## src/rtl/rm1_pkg.sv

```systemverilog
// rm1_pkg: shared definitions for the Reed-Muller RM(1,M) encoder family.
//   k_of(m)      message length K = m + 1
//   n_of(m)      codeword length N = 2^m
//   row_mask(j)  generator column j: bit 0 = constant row, bit i = j[i-1]
//   state_e      serial-output FSM states
//   PARALLEL / SERIAL_OUT  output-mode selector values
package rm1_pkg;

  localparam int unsigned PARALLEL   = 0;
  localparam int unsigned SERIAL_OUT = 1;

  typedef enum logic [0:0] {
    StIdle,
    StSend
  } state_e;

  function automatic int unsigned k_of(input int unsigned m);
    return m + 1;
  endfunction

  function automatic int unsigned n_of(input int unsigned m);
    return 32'd1 << m;
  endfunction

  // Column j of the generator matrix; sized for the largest legal M (7 -> K = 8).
  function automatic logic [7:0] row_mask(input int unsigned j);
    logic [7:0] mask;
    mask = {j[6:0], 1'b1};
    return mask;
  endfunction

endpackage

```

## src/rtl/rm1_gen.sv

```systemverilog
// rm1_gen: combinational RM(1,M) encoder.
//   msg  K-bit message (bit 0 = constant-row coefficient, bit i = row i coefficient)
//   cw   N-bit codeword, cw[j] = msg[0] ^ XOR_i(msg[i] & j[i-1])
module rm1_gen
  import rm1_pkg::*;
#(
  parameter int unsigned M = 4
) (
  input  logic [k_of(M)-1:0] msg,
  output logic [n_of(M)-1:0] cw
);

  localparam int unsigned K = k_of(M);
  localparam int unsigned N = n_of(M);

  // Each codeword bit is an independent parity over the rows selected by its column mask.
  for (genvar j = 0; j < N; j++) begin : g_bit
    localparam logic [7:0] Mask = row_mask(j);
    assign cw[j] = ^(msg & Mask[K-1:0]);
  end

endmodule

```

## src/rtl/rm1_stream_encoder.sv

```systemverilog
// rm1_stream_encoder: streaming RM(1,M) encoder with valid/ready handshakes.
//   clk, reset      single clock, synchronous active-high reset
//   in_valid/ready  message handshake, in_msg is K bits
//   out_valid/ready output handshake
//   out_cw          full codeword (parallel mode), 0 in serial mode
//   out_bit         current codeword bit (serial mode), 0 in parallel mode
//   out_last        last bit of a codeword (serial), equals out_valid (parallel)
//   cw_count        completed-codeword counter, wraps at 16 bits
module rm1_stream_encoder
  import rm1_pkg::*;
#(
  parameter int unsigned M      = 4,
  parameter int unsigned SERIAL = PARALLEL
) (
  input  logic                 clk,
  input  logic                 reset,
  input  logic                 in_valid,
  output logic                 in_ready,
  input  logic [k_of(M)-1:0]   in_msg,
  output logic                 out_valid,
  input  logic                 out_ready,
  output logic [n_of(M)-1:0]   out_cw,
  output logic                 out_bit,
  output logic                 out_last,
  output logic [15:0]          cw_count
);

  localparam int unsigned N = n_of(M);

  logic [N-1:0] gen_cw;

  rm1_gen #(
    .M(M)
  ) u_gen (
    .msg(in_msg),
    .cw (gen_cw)
  );

  if (SERIAL == SERIAL_OUT) begin : g_serial
    localparam logic [M-1:0] IdxPenult = M'(N - 2);

    state_e       state_q;
    logic [M-1:0] idx_q;
    logic [N-1:0] sr_q;
    logic         valid_q;
    logic         last_q;
    logic [15:0]  cnt_q;

    // Accept while idle, or on the final-bit transfer so codewords stream without a gap.
    assign in_ready  = (state_q == StIdle) | (last_q & out_ready);
    assign out_valid = valid_q;
    assign out_bit   = sr_q[0];
    assign out_last  = last_q;
    assign out_cw    = '0;
    assign cw_count  = cnt_q;

    always_ff @(posedge clk) begin
      if (reset) begin
        state_q <= StIdle;
        idx_q   <= '0;
        sr_q    <= '0;
        valid_q <= 1'b0;
        last_q  <= 1'b0;
        cnt_q   <= '0;
      end else begin
        unique case (state_q)
          StIdle: begin
            if (in_valid) begin
              sr_q    <= gen_cw;
              idx_q   <= '0;
              valid_q <= 1'b1;
              last_q  <= 1'b0;
              state_q <= StSend;
            end
          end
          StSend: begin
            if (out_ready) begin
              if (last_q) begin
                cnt_q <= cnt_q + 16'd1;
                idx_q <= '0;
                if (in_valid) begin
                  sr_q   <= gen_cw;
                  last_q <= 1'b0;
                end else begin
                  sr_q    <= '0;
                  valid_q <= 1'b0;
                  last_q  <= 1'b0;
                  state_q <= StIdle;
                end
              end else begin
                // Shift so the bit being presented is always sr_q[0].
                sr_q   <= sr_q >> 1;
                idx_q  <= idx_q + 1'b1;
                last_q <= (idx_q == IdxPenult);
              end
            end
          end
          default: state_q <= StIdle;
        endcase
      end
    end
  end else begin : g_parallel
    logic [N-1:0] cw_q;
    logic         valid_q;
    logic [15:0]  cnt_q;

    assign in_ready  = ~valid_q | out_ready;
    assign out_valid = valid_q;
    assign out_cw    = cw_q;
    assign out_bit   = 1'b0;
    assign out_last  = valid_q;
    assign cw_count  = cnt_q;

    always_ff @(posedge clk) begin
      if (reset) begin
        cw_q    <= '0;
        valid_q <= 1'b0;
        cnt_q   <= '0;
      end else begin
        if (in_valid && in_ready) begin
          cw_q    <= gen_cw;
          valid_q <= 1'b1;
        end else if (out_ready) begin
          valid_q <= 1'b0;
        end
        if (valid_q && out_ready) begin
          cnt_q <= cnt_q + 16'd1;
        end
      end
    end
  end

endmodule
```

## config.mk

```make
export PLATFORM = sky130hd
export DESIGN_NAME = rm1_stream_encoder
export DESIGN_NICKNAME = d
export VERILOG_FILES = /design/src/rtl/rm1_pkg.sv /design/src/rtl/rm1_gen.sv /design/src/rtl/rm1_stream_encoder.sv
export SDC_FILE = /design/constraint.sdc
export NUM_CORES = 1
export LEC_CHECK = 0
export CAP_MARGIN = 10
export CORE_MARGIN = 5
export CORE_UTILIZATION = 46
export CTS_CLUSTER_DIAMETER = 100
export DETAILED_ROUTE_END_ITERATION = 7
export PLACE_DENSITY = 0.86
export SLEW_MARGIN = 20
export SYNTH_ARGS = -nofsm -noshare
export SYNTH_HDL_FRONTEND = slang
export SYNTH_SLANG_ARGS = --single-unit
```

## constraint.sdc

```tcl
create_clock -name clk -period 1.76 [get_ports clk]
set_input_delay 0.264 -clock clk [delete_from_list [all_inputs] [get_ports clk]]
set_output_delay 0.264 -clock clk [all_outputs]
set_load 0.01 [all_outputs]
```

* After elaboration in Yosys (flattened, before gate mapping)
Index checks and enable logic that the tools add are counted.
** Storage, ports and cells
- Bits in registers :: 33
- Output and inout bits :: 36
** Cells by class
- Add/subtract/negate cells :: 1
- Multiplexer cells :: 2
- Bitwise gates (word level) :: 2
- Reductions and logical operators :: 19
** Operator list (number)
- 5-bit XOR reduction :: 16
- 16-bit by 1-bit adder with 16-bit output (second input constant) :: 1
- 1-bit logical AND :: 2
- 1-bit 2-to-1 mux :: 2
- 2-bit nonzero test :: 1
- 1-bit NOT :: 1
- 1-bit bitwise OR :: 1

* Depth between registers and ports, before layout
Gate-level depths: netlist of run 1.
- Depth in word-level cells :: 4
- Depth in mapped cells :: 6

* By module
From an unflattened synthesis of run 1, not the netlist that was laid out.
** Second synthesis, totals
- Cells, all modules :: 182
- Area total of the unflattened synthesis :: 1531.5 µm²
** By module, submodules not included
- rm1_stream_encoder :: times used 1, cells each 159, area each 1321.3 µm², seq. area each 660.6 µm²
- rm1_gen :: times used 1, cells each 23, area each 210.2 µm², seq. area each 0.0 µm²

* Least setup slack after synthesis of run 1
Ideal clock, no wire load.
- Path kind :: register to register
- From :: reg g_parallel.cnt_q[0], in the netlist cw_count[0]
- To :: reg g_parallel.cnt_q[12], in the netlist cw_count[12]
- Arrival time :: 1.447 ns
- Setup slack :: 0.243 ns
- Stages on the path, launching flop included :: 7
- Buffers on the path :: 1
- Period minus slack after synthesis :: 1.517 ns
- Path through :: dfxtp_1 > ha_1 > and3_1 > clkbuf_1 > nand3_1 > or3_1 > a21oi_1
** Between the ends
- Cells in the longest elaborated chain, start to end :: 1
** Ends and longest elaborated chain
- start: declaration :: line rm1_stream_encoder.sv:105 : logic [15:0] cnt_q;
- start signal: assignment :: line rm1_stream_encoder.sv:127 : cnt_q <= cnt_q + 16'd1;
- 16-bit by 1-bit adder with 16-bit output :: line rm1_stream_encoder.sv:127
No other way between the ends.
A chain may end at the register's enable or synchronous reset.

* Worst setup path in the final report of run 1
- From :: reg g_parallel.cnt_q[2], in the netlist cw_count[2]
- To :: out cw_count[2]
** RTL lines
- end: declaration :: line rm1_stream_encoder.sv:25 : output logic [15:0] cw_count
No word-level cell between the ends.

==> out/metrics.cfg, run 1 <==
[setup_path]
worstRegToRegCells=4
critPathSlowestCell=sky130_fd_sc_hd__clkdlybuf4s50_1
timing_worst_setup_path_type=flip-flop to output port
timing.critical_path.max_delay_family=buffers and inverters
path_cells=buf_4, clkdlybuf4s50_1
cp.depth=2
critical_path_buf_inv_count=2
cp-end-kind=output port
crit_fanout=5
worst-endpoint-arrival_ns=1.37
cp-start-kind=flip-flop
worst_setup_path_startpoint=cw_count[2]$_SDFFE_PP0P_
reg2reg_from=cw_count[3]$_SDFFE_PP0P_
required_ns=1.50
crit_path_max_incr_delay_ns=0.54

[routing]
remaining_drc_errors=0
route.vias.total=1295
vias_per_inst=4.91
detail_route.first_pass.iterations=5
detail-route-antenna-nets=0
drt-total-wl_um=3350
wl_per_cell_um=12.7
detailedRoute.firstIterationViolations=58

[sta]
grt_setup_unrepaired=false
fmax_mhz=612
worst_slew_pin_slew_ns=0.535
finalHoldViolations=0
finalCritPeriodShare=0.929
report.final.slew_viol_count=0
timing.clock.skew_ns=0.00818
finalHoldWorstSlack_ns=0.456
timing.final.crit_period_ns=1.63
timing.max_slew.rel_slack=0.641
finalSetupViolations=0

[power]
power_density_mw_per_mm2=757
power.total_mw=1.58
share_comb_of_total_power=0.182
netSwitchingFraction=0.258
cellInternalPower_mw=1.17
clockPowerShare=0.308
peakVddDrop_v=0.000522
seqPwrFrac=0.510
power.static_leakage_nw=0.784
switchingPower_uw=408

[synthesis]
yosysMostFrequentCell=sky130_fd_sc_hd__dfxtp_1
netlist_instances=168
mappedNetlistNets=178
synthesis.area_per_instance_sq_um=8.84
synth-seq-cells=33
post_synth_main_area_contributors=sky130_fd_sc_hd__dfxtp_1 44%, sky130_fd_sc_hd__xor2_1 8.3%, sky130_fd_sc_hd__xnor2_1 7.1%, sky130_fd_sc_hd__nand2_1 5.3%, sky130_fd_sc_hd__nor2_1 4.8%
number_of_flops_mapped_to_enable_cells_by_yosys=0
seq_area_frac_synth=0.445
mappedNetlistArea_sq_mm=0.00149
yosysUniqueCellTypes=28
synth_commonest_cells=33 x sky130_fd_sc_hd__dfxtp_1, 21 x sky130_fd_sc_hd__nand2_1, 19 x sky130_fd_sc_hd__nor2_1
synthFlopType=sky130_fd_sc_hd__dfxtp_1
synth-warning-count=0
synth_top_area_frac=0.445
synth_async_reset_ratio=0
synth_top_area_cell=sky130_fd_sc_hd__dfxtp_1

[clocking]
cts-buffers-inserted=5
tritoncts_num_sinks=33
cts-root-to-sink-buffers=2
ctsHtreeMaxLevel=2
cts_setup_buffers=0
cts.reportedPaths.clkPinSlew_ns=0.10
cts.root.buffer_cell=sky130_fd_sc_hd__clkbuf_4
worstSkewPairLatency_ns=0.34
tritoncts=yes

[finish]
synthToLayoutAreaGrowth_pct=40.4
layout_fillers=252
diodes=0
final_util=0.678
layout-drive-gt1-share=0.118
final_layout_net_count=229
fin_cells=264

[floorplan]
num_rows=20
chipHeight_um=66.8
io_pins=45
floorplan.initialDensity=0.483
dieArea_sq_mm=0.00446
die_width_um=66.8
floorplan.core_area_sq_mm=0.00308

[min_path]
min_path_type=flip-flop to flip-flop
whs_path_cells=2
worstHoldStart=out_cw[5]$_SDFFE_PP0P_

[run]
max_cap_violations=0

[grt]
grt_pass1_vias=1306
gr-usage-all-layers=0.166
grt-ovfl-total=0
antenna_found_initial=0
grt_first_pass_wirelength_um=5590
grt_start_max_net_pins=34

[place]
port_buffers=43
detailedPlacementHpwl_um=2540
total_instance_count_after_detailed_placement=256
gp_congestion=0.821

[outcome]
result_of_the_run=completed

-- final cells by class --
type | count | area (sq um) | area share
clock buffers | 7 | 65.1 | 0.0312
clock inverters | 1 | 5.00 | 0.00240
inverters | 2 | 7.51 | 0.00360
multi-input cells | 119 | 737 | 0.353
flip-flops and latches | 33 | 662 | 0.317
well taps | 44 | 55.1 | 0.0264
repair buffers | 58 | 554 | 0.266
-- sequential cells by signal, indices dropped and copies added (netlist names) --
signal    count
cw_count     16
out_cw       16
out_last      1
-- repair_timing --
action,4_1_cts,5_1_grt
setup endpoints to repair,2,0
resized for setup,2,0
hold buffers,0,0
-- path summary, 6_finish.rpt --
kind / to / slack (ns)
setup reg to reg: cw_count[15]$_SDFFE_PP0P_ / 0.24
hold / removal: out_cw[5]$_SDFFE_PP0P_ / 0.46
hold reg to reg: out_cw[5]$_SDFFE_PP0P_ / 0.46
setup / recovery: cw_count[2] / 0.13
-- cells in the final DEF (no fill, tap or decap), types with 2 or more instances in the layout --
| master | count |
|---|---|
| sky130_fd_sc_hd__inv_1 | 2 |
| sky130_fd_sc_hd__nor2_1 | 19 |
| sky130_fd_sc_hd__o21ai_0 | 3 |
| sky130_fd_sc_hd__and2_1 | 2 |
| sky130_fd_sc_hd__nand2_1 | 21 |
| sky130_fd_sc_hd__xnor2_1 | 12 |
| sky130_fd_sc_hd__or3_1 | 3 |
| sky130_fd_sc_hd__and4_1 | 2 |
| sky130_fd_sc_hd__clkbuf_4 | 5 |
| sky130_fd_sc_hd__dfxtp_1 | 32 |
| sky130_fd_sc_hd__nand4_1 | 6 |
| sky130_fd_sc_hd__xor2_1 | 14 |
| sky130_fd_sc_hd__clkbuf_8 | 2 |
| sky130_fd_sc_hd__a21oi_1 | 14 |
| sky130_fd_sc_hd__buf_4 | 14 |
| sky130_fd_sc_hd__and3_1 | 2 |
| sky130_fd_sc_hd__clkdlybuf4s50_1 | 42 |
| sky130_fd_sc_hd__a211oi_1 | 8 |
| sky130_fd_sc_hd__nand3_1 | 4 |
-- power by group through the flow --
stage | Combinational (mW) | Clock, mW | Sequential [mW]
finish | 0.288 | 0.486 | 0.805
global route | 0.311 | 0.534 | 0.811
CTS | 0.291 | 0.500 | 0.806
detailed placement | 0.288 | 0 | 0.823
global placement | 0.282 | 0 | 0.822
floorplan | 0.135 | 0 | 0.837
-- routing by layer --
metal  vias to the layer above  wire length, um  track usage
met5                         -                0            0
met4                         0               68       0.0838
met3                         6              165       0.0337
met2                        35             1710        0.308
met1                       593             1410        0.175
li1                        661                -            -
-- worst min-delay path, delay by kind of cell (launching register included) --
kind	cells	cell delay (ns)
DFF	1	0.32
AOI/OAI and AO/OA	1	0.05
and+or+nand+nor	1	0.05
-- logic make-up (layout without fill, tap and decap cells) --
kind of cell             count (synthesis)  after routing  share of synthesized area
XOR/XNOR                                27             27                      0.168
adder cells (fa/ha/maj)                  1              1                    0.00842
AO/OA/AOI/OAI                           26             26                      0.103
flip-flops                              33             33                      0.445
other                                    1              1                    0.00252
buffers and inverters                   16             68                     0.0590
AND/OR/NAND/NOR                         64             64                      0.214
-- stage by stage --
| stage | TNS [ns] | area [sq um] | worst slack [ns] |
|---|---|---|---|
| floorplan | 0 | 1490 | 0.243 |
| global placement | -0.0362 | 2020 | -0.0362 |
| detailed placement | -0.169 | 2020 | -0.119 |
| CTS | 0 | 2090 | 0.112 |
| global route | 0 | 2090 | 0.0422 |
| finish | 0 | 2090 | 0.125 |
Power figures use the tool's default switching activity.
==> run 2, diff against run 1 <==
--- a/config.mk
+++ b/config.mk
@@ -6,10 +6,12 @@
 export NUM_CORES = 1
 export LEC_CHECK = 0
 export CAP_MARGIN = 10
+export CORE_ASPECT_RATIO = 2
 export CORE_MARGIN = 5
 export CORE_UTILIZATION = 46
 export CTS_CLUSTER_DIAMETER = 100
 export DETAILED_ROUTE_END_ITERATION = 7
+export MAX_ROUTING_LAYER = met4
 export PLACE_DENSITY = 0.86
 export SLEW_MARGIN = 20
 export SYNTH_ARGS = -nofsm -noshare
==> out/metrics.cfg, run 2 (synthesis gave the netlist of run 1 again) <==
[setup_path]
worst-endpoint-arrival_ns=1.42  ; was 1.37 ns
crit_path_max_incr_delay_ns=0.61  ; was 0.54 ns
path_cells=clkdlybuf4s50_1  ; was buf_4, clkdlybuf4s50_1
crit_fanout=8  ; was 5
timing.rr.end=cw_count[14]$_SDFFE_PP0P_  ; was cw_count[15]$_SDFFE_PP0P_
worstRegToRegCells=5  ; was 4
timing_worst_setup_path_type=flip-flop to output port  ; unchanged
cp-start-kind=flip-flop  ; unchanged
cp-end-kind=output port  ; unchanged
critPathSlowestCell=sky130_fd_sc_hd__clkdlybuf4s50_1  ; unchanged
timing.critical_path.max_delay_family=buffers and inverters  ; unchanged
critical_path_buf_inv_count=1  ; was 2
reg2reg_from=cw_count[3]$_SDFFE_PP0P_  ; unchanged
reg2reg_slack_ns=0.22  ; was 0.24 ns
required_ns=1.50  ; about the same

[clocking]
cts.root.buffer_cell=sky130_fd_sc_hd__clkbuf_8  ; was sky130_fd_sc_hd__clkbuf_4
ctsHtreeMaxLevel=2  ; unchanged
cts-root-to-sink-buffers=2  ; unchanged
cts-buffers-inserted=5  ; unchanged
tritoncts_num_sinks=33  ; unchanged
cts.reportedPaths.clkPinSlew_ns=0.07  ; was 0.10 ns
tritoncts=yes  ; unchanged
worstSkewPairLatency_ns=0.28  ; was 0.34 ns
cts_setup_buffers=0  ; unchanged

[floorplan]
floorplan.core_area_sq_mm=0.00316  ; was 0.00308 sq mm
dieArea_sq_mm=0.00453  ; was 0.00446 sq mm
floorplan.initialDensity=0.470  ; was 0.483
num_rows=29  ; was 20
io_pins=45  ; unchanged
die_width_um=50.2  ; was 66.8 um
chipHeight_um=90.4  ; was 66.8 um

[power]
power.total_mw=1.67  ; was 1.58 mW
power.static_leakage_nw=0.790  ; was 0.784 nW
power_density_mw_per_mm2=798  ; was 757 mW/mm^2
peakVddDrop_v=0.000753  ; was 0.000522 V

[finish]
final_common_cell=sky130_fd_sc_hd__clkdlybuf4s50_1  ; unchanged
layout-drive-gt1-share=0.114  ; was 0.118
most-common-layout-cells=42 x sky130_fd_sc_hd__clkdlybuf4s50_1, 33 x sky130_fd_sc_hd__dfxtp_1, 21 x sky130_fd_sc_hd__nand2_1, 19 x sky130_fd_sc_hd__nor2_1, 15 x sky130_fd_sc_hd__buf_4  ; was 42 x sky130_fd_sc_hd__clkdlybuf4s50_1, 32 x sky130_fd_sc_hd__dfxtp_1, 21 x sky130_fd_sc_hd__nand2_1, 19 x sky130_fd_sc_hd__nor2_1
layout.cell_area.non_filler_sq_mm=0.00210  ; was 0.00209 sq mm
fin_cells=251  ; was 264
final_layout_net_count=230  ; was 229
synthToLayoutAreaGrowth_pct=41.1  ; was 40.4%
diodes=0  ; unchanged

[sta]
timing.clock.skew_ns=0.00541  ; was 0.00818 ns
finalSetupViolations=0  ; unchanged
finalHoldViolations=0  ; unchanged
finalCritPeriodShare=0.956  ; was 0.929
layout_setup_ws_ns=0.0769  ; was 0.125 ns
report.final.slew_viol_count=0  ; unchanged
fmax_mhz=594  ; was 612 MHz
worst_slew_pin_slew_ns=0.608  ; was 0.535 ns
grt_setup_unrepaired=false  ; unchanged
timing.final.crit_period_ns=1.68  ; was 1.63 ns
timing.max_slew.rel_slack=0.592  ; was 0.641

[routing]
remaining_drc_errors=0  ; unchanged
drt-total-wl_um=3650  ; was 3350 um
vias_per_inst=5.31  ; was 4.91
detail-route-antenna-nets=0  ; unchanged
route.vias.total=1334  ; was 1,295
detailedRoute.firstIterationViolations=34  ; was 58
wl_per_cell_um=14.5  ; was 12.7 um
detail_route.first_pass.iterations=4  ; was 5

[grt]
grt_util_met3=0.0512  ; was 0.0337
antenna_found_initial=0  ; unchanged
grt.met2_usage=0.301  ; was 0.308
global_route.peak_usage_layer=met2  ; unchanged
grt_first_pass_wirelength_um=5930  ; was 5590 um
grt_start_max_net_pins=25  ; was 34
grt-ovfl-total=0  ; unchanged
gr-usage-all-layers=0.172  ; was 0.166
grt_pass1_vias=1359  ; was 1,306
grt.met1_usage=0.155  ; was 0.175

[place]
gp_congestion=0.785  ; was 0.821
dp_slack_ns=-0.0885  ; was -0.119 ns
total_instance_count_after_detailed_placement=244  ; was 256
postPlaceCellArea_sq_mm=0.00201  ; was 0.00202 sq mm
detailedPlacementHpwl_um=2770  ; was 2540 um
port_buffers=43  ; unchanged

[min_path]
min_path_type=flip-flop to flip-flop  ; unchanged
worst_min_delay_path_endpoint=out_cw[6]$_SDFFE_PP0P_  ; was out_cw[5]$_SDFFE_PP0P_
whs_path_cells=2  ; unchanged
worstHoldStart=out_cw[6]$_SDFFE_PP0P_  ; was out_cw[5]$_SDFFE_PP0P_

[run]
max_cap_violations=0  ; unchanged

[outcome]
result_of_the_run=completed  ; unchanged

==> run 2: cell count changes in the layout (fill, tap and decap cells not counted), sizes merged <==
cell,delta
clkinvlp,+1
clkinv,-1
clkbuf,-1
buf,+1
==> run 2: layout make-up <==
| class | count | area [sq um] |
|---|---|---|
| Clock inverter | 1 | 7.51 |
| Sequential cell | 33 | 661 |
| Timing Repair Buffer | 59 | 562 |
| Fill cell | 255 | 1060 |
| Inverter | 2 | 7.51 |
| Tap cell | 31 | 38.8 |
| Multi-Input combinational cell | 119 | 737 |
| Clock buffer | 6 | 82.6 |
==> run 2: stage by stage <==
step,hold slack [ns],util,setup TNS (ns)
global route,0.491,0.664,0
CTS,0.458,0.664,0
global placement,0.437,0.636,-0.0340
floorplan,0.393,-,0
finish,0.455,0.664,0
detailed placement,0.448,0.636,-0.505
==> run 2: report_power, final <==
| group | internal, mW | switching [mW] |
|---|---|---|
| Clock | 0.309 | 0.267 |
| Combinational | 0.156 | 0.135 |
| Sequential | 0.784 | 0.0221 |
| Total | 1.25 | 0.424 |
==> run 2: what timing repair did <==
item	CTS	global route
hold buffers	0	0
endpoints found under the hold margin	0	0
endpoints found under the setup margin	1	0
resized for setup	1	0
==> run 2: worst max-delay path by stage <==
stage	to	startpoint	depth (start not counted)	slack, ns
4_1_cts	cw_count[6]	cw_count[6]$_SDFFE_PP0P_	1	0.06
2_1_floorplan	cw_count[12]$_SDFFE_PP0P_	cw_count[0]$_SDFFE_PP0P_	6	0.24
5_1_grt	cw_count[6]	cw_count[6]$_SDFFE_PP0P_	1	0.04
3_3_place_gp	cw_count[15]$_SDFFE_PP0P_	out_ready	5	-0.02
3_5_place_dp	cw_count[15]$_SDFFE_PP0P_	out_ready	5	-0.09
6_report	cw_count[6]	cw_count[6]$_SDFFE_PP0P_	1	0.08
==> run 2: per-layer routing <==
| layer | routed length [um] | share of wire |
|---|---|---|
| met5 | 0 | 0 |
| met4 | 115 | 0.032 |
| met3 | 197 | 0.054 |
| met2 | 2060 | 0.56 |
| met1 | 1280 | 0.35 |
==> run 3, diff against run 2 <==
--- a/config.mk
+++ b/config.mk
@@ -9,7 +9,6 @@
 export CORE_ASPECT_RATIO = 2
 export CORE_MARGIN = 5
 export CORE_UTILIZATION = 46
-export CTS_CLUSTER_DIAMETER = 100
 export DETAILED_ROUTE_END_ITERATION = 7
 export MAX_ROUTING_LAYER = met4
 export PLACE_DENSITY = 0.86
==> results of run 3 <==
The final DEF is identical to that of run 2; final timing and power are the same.
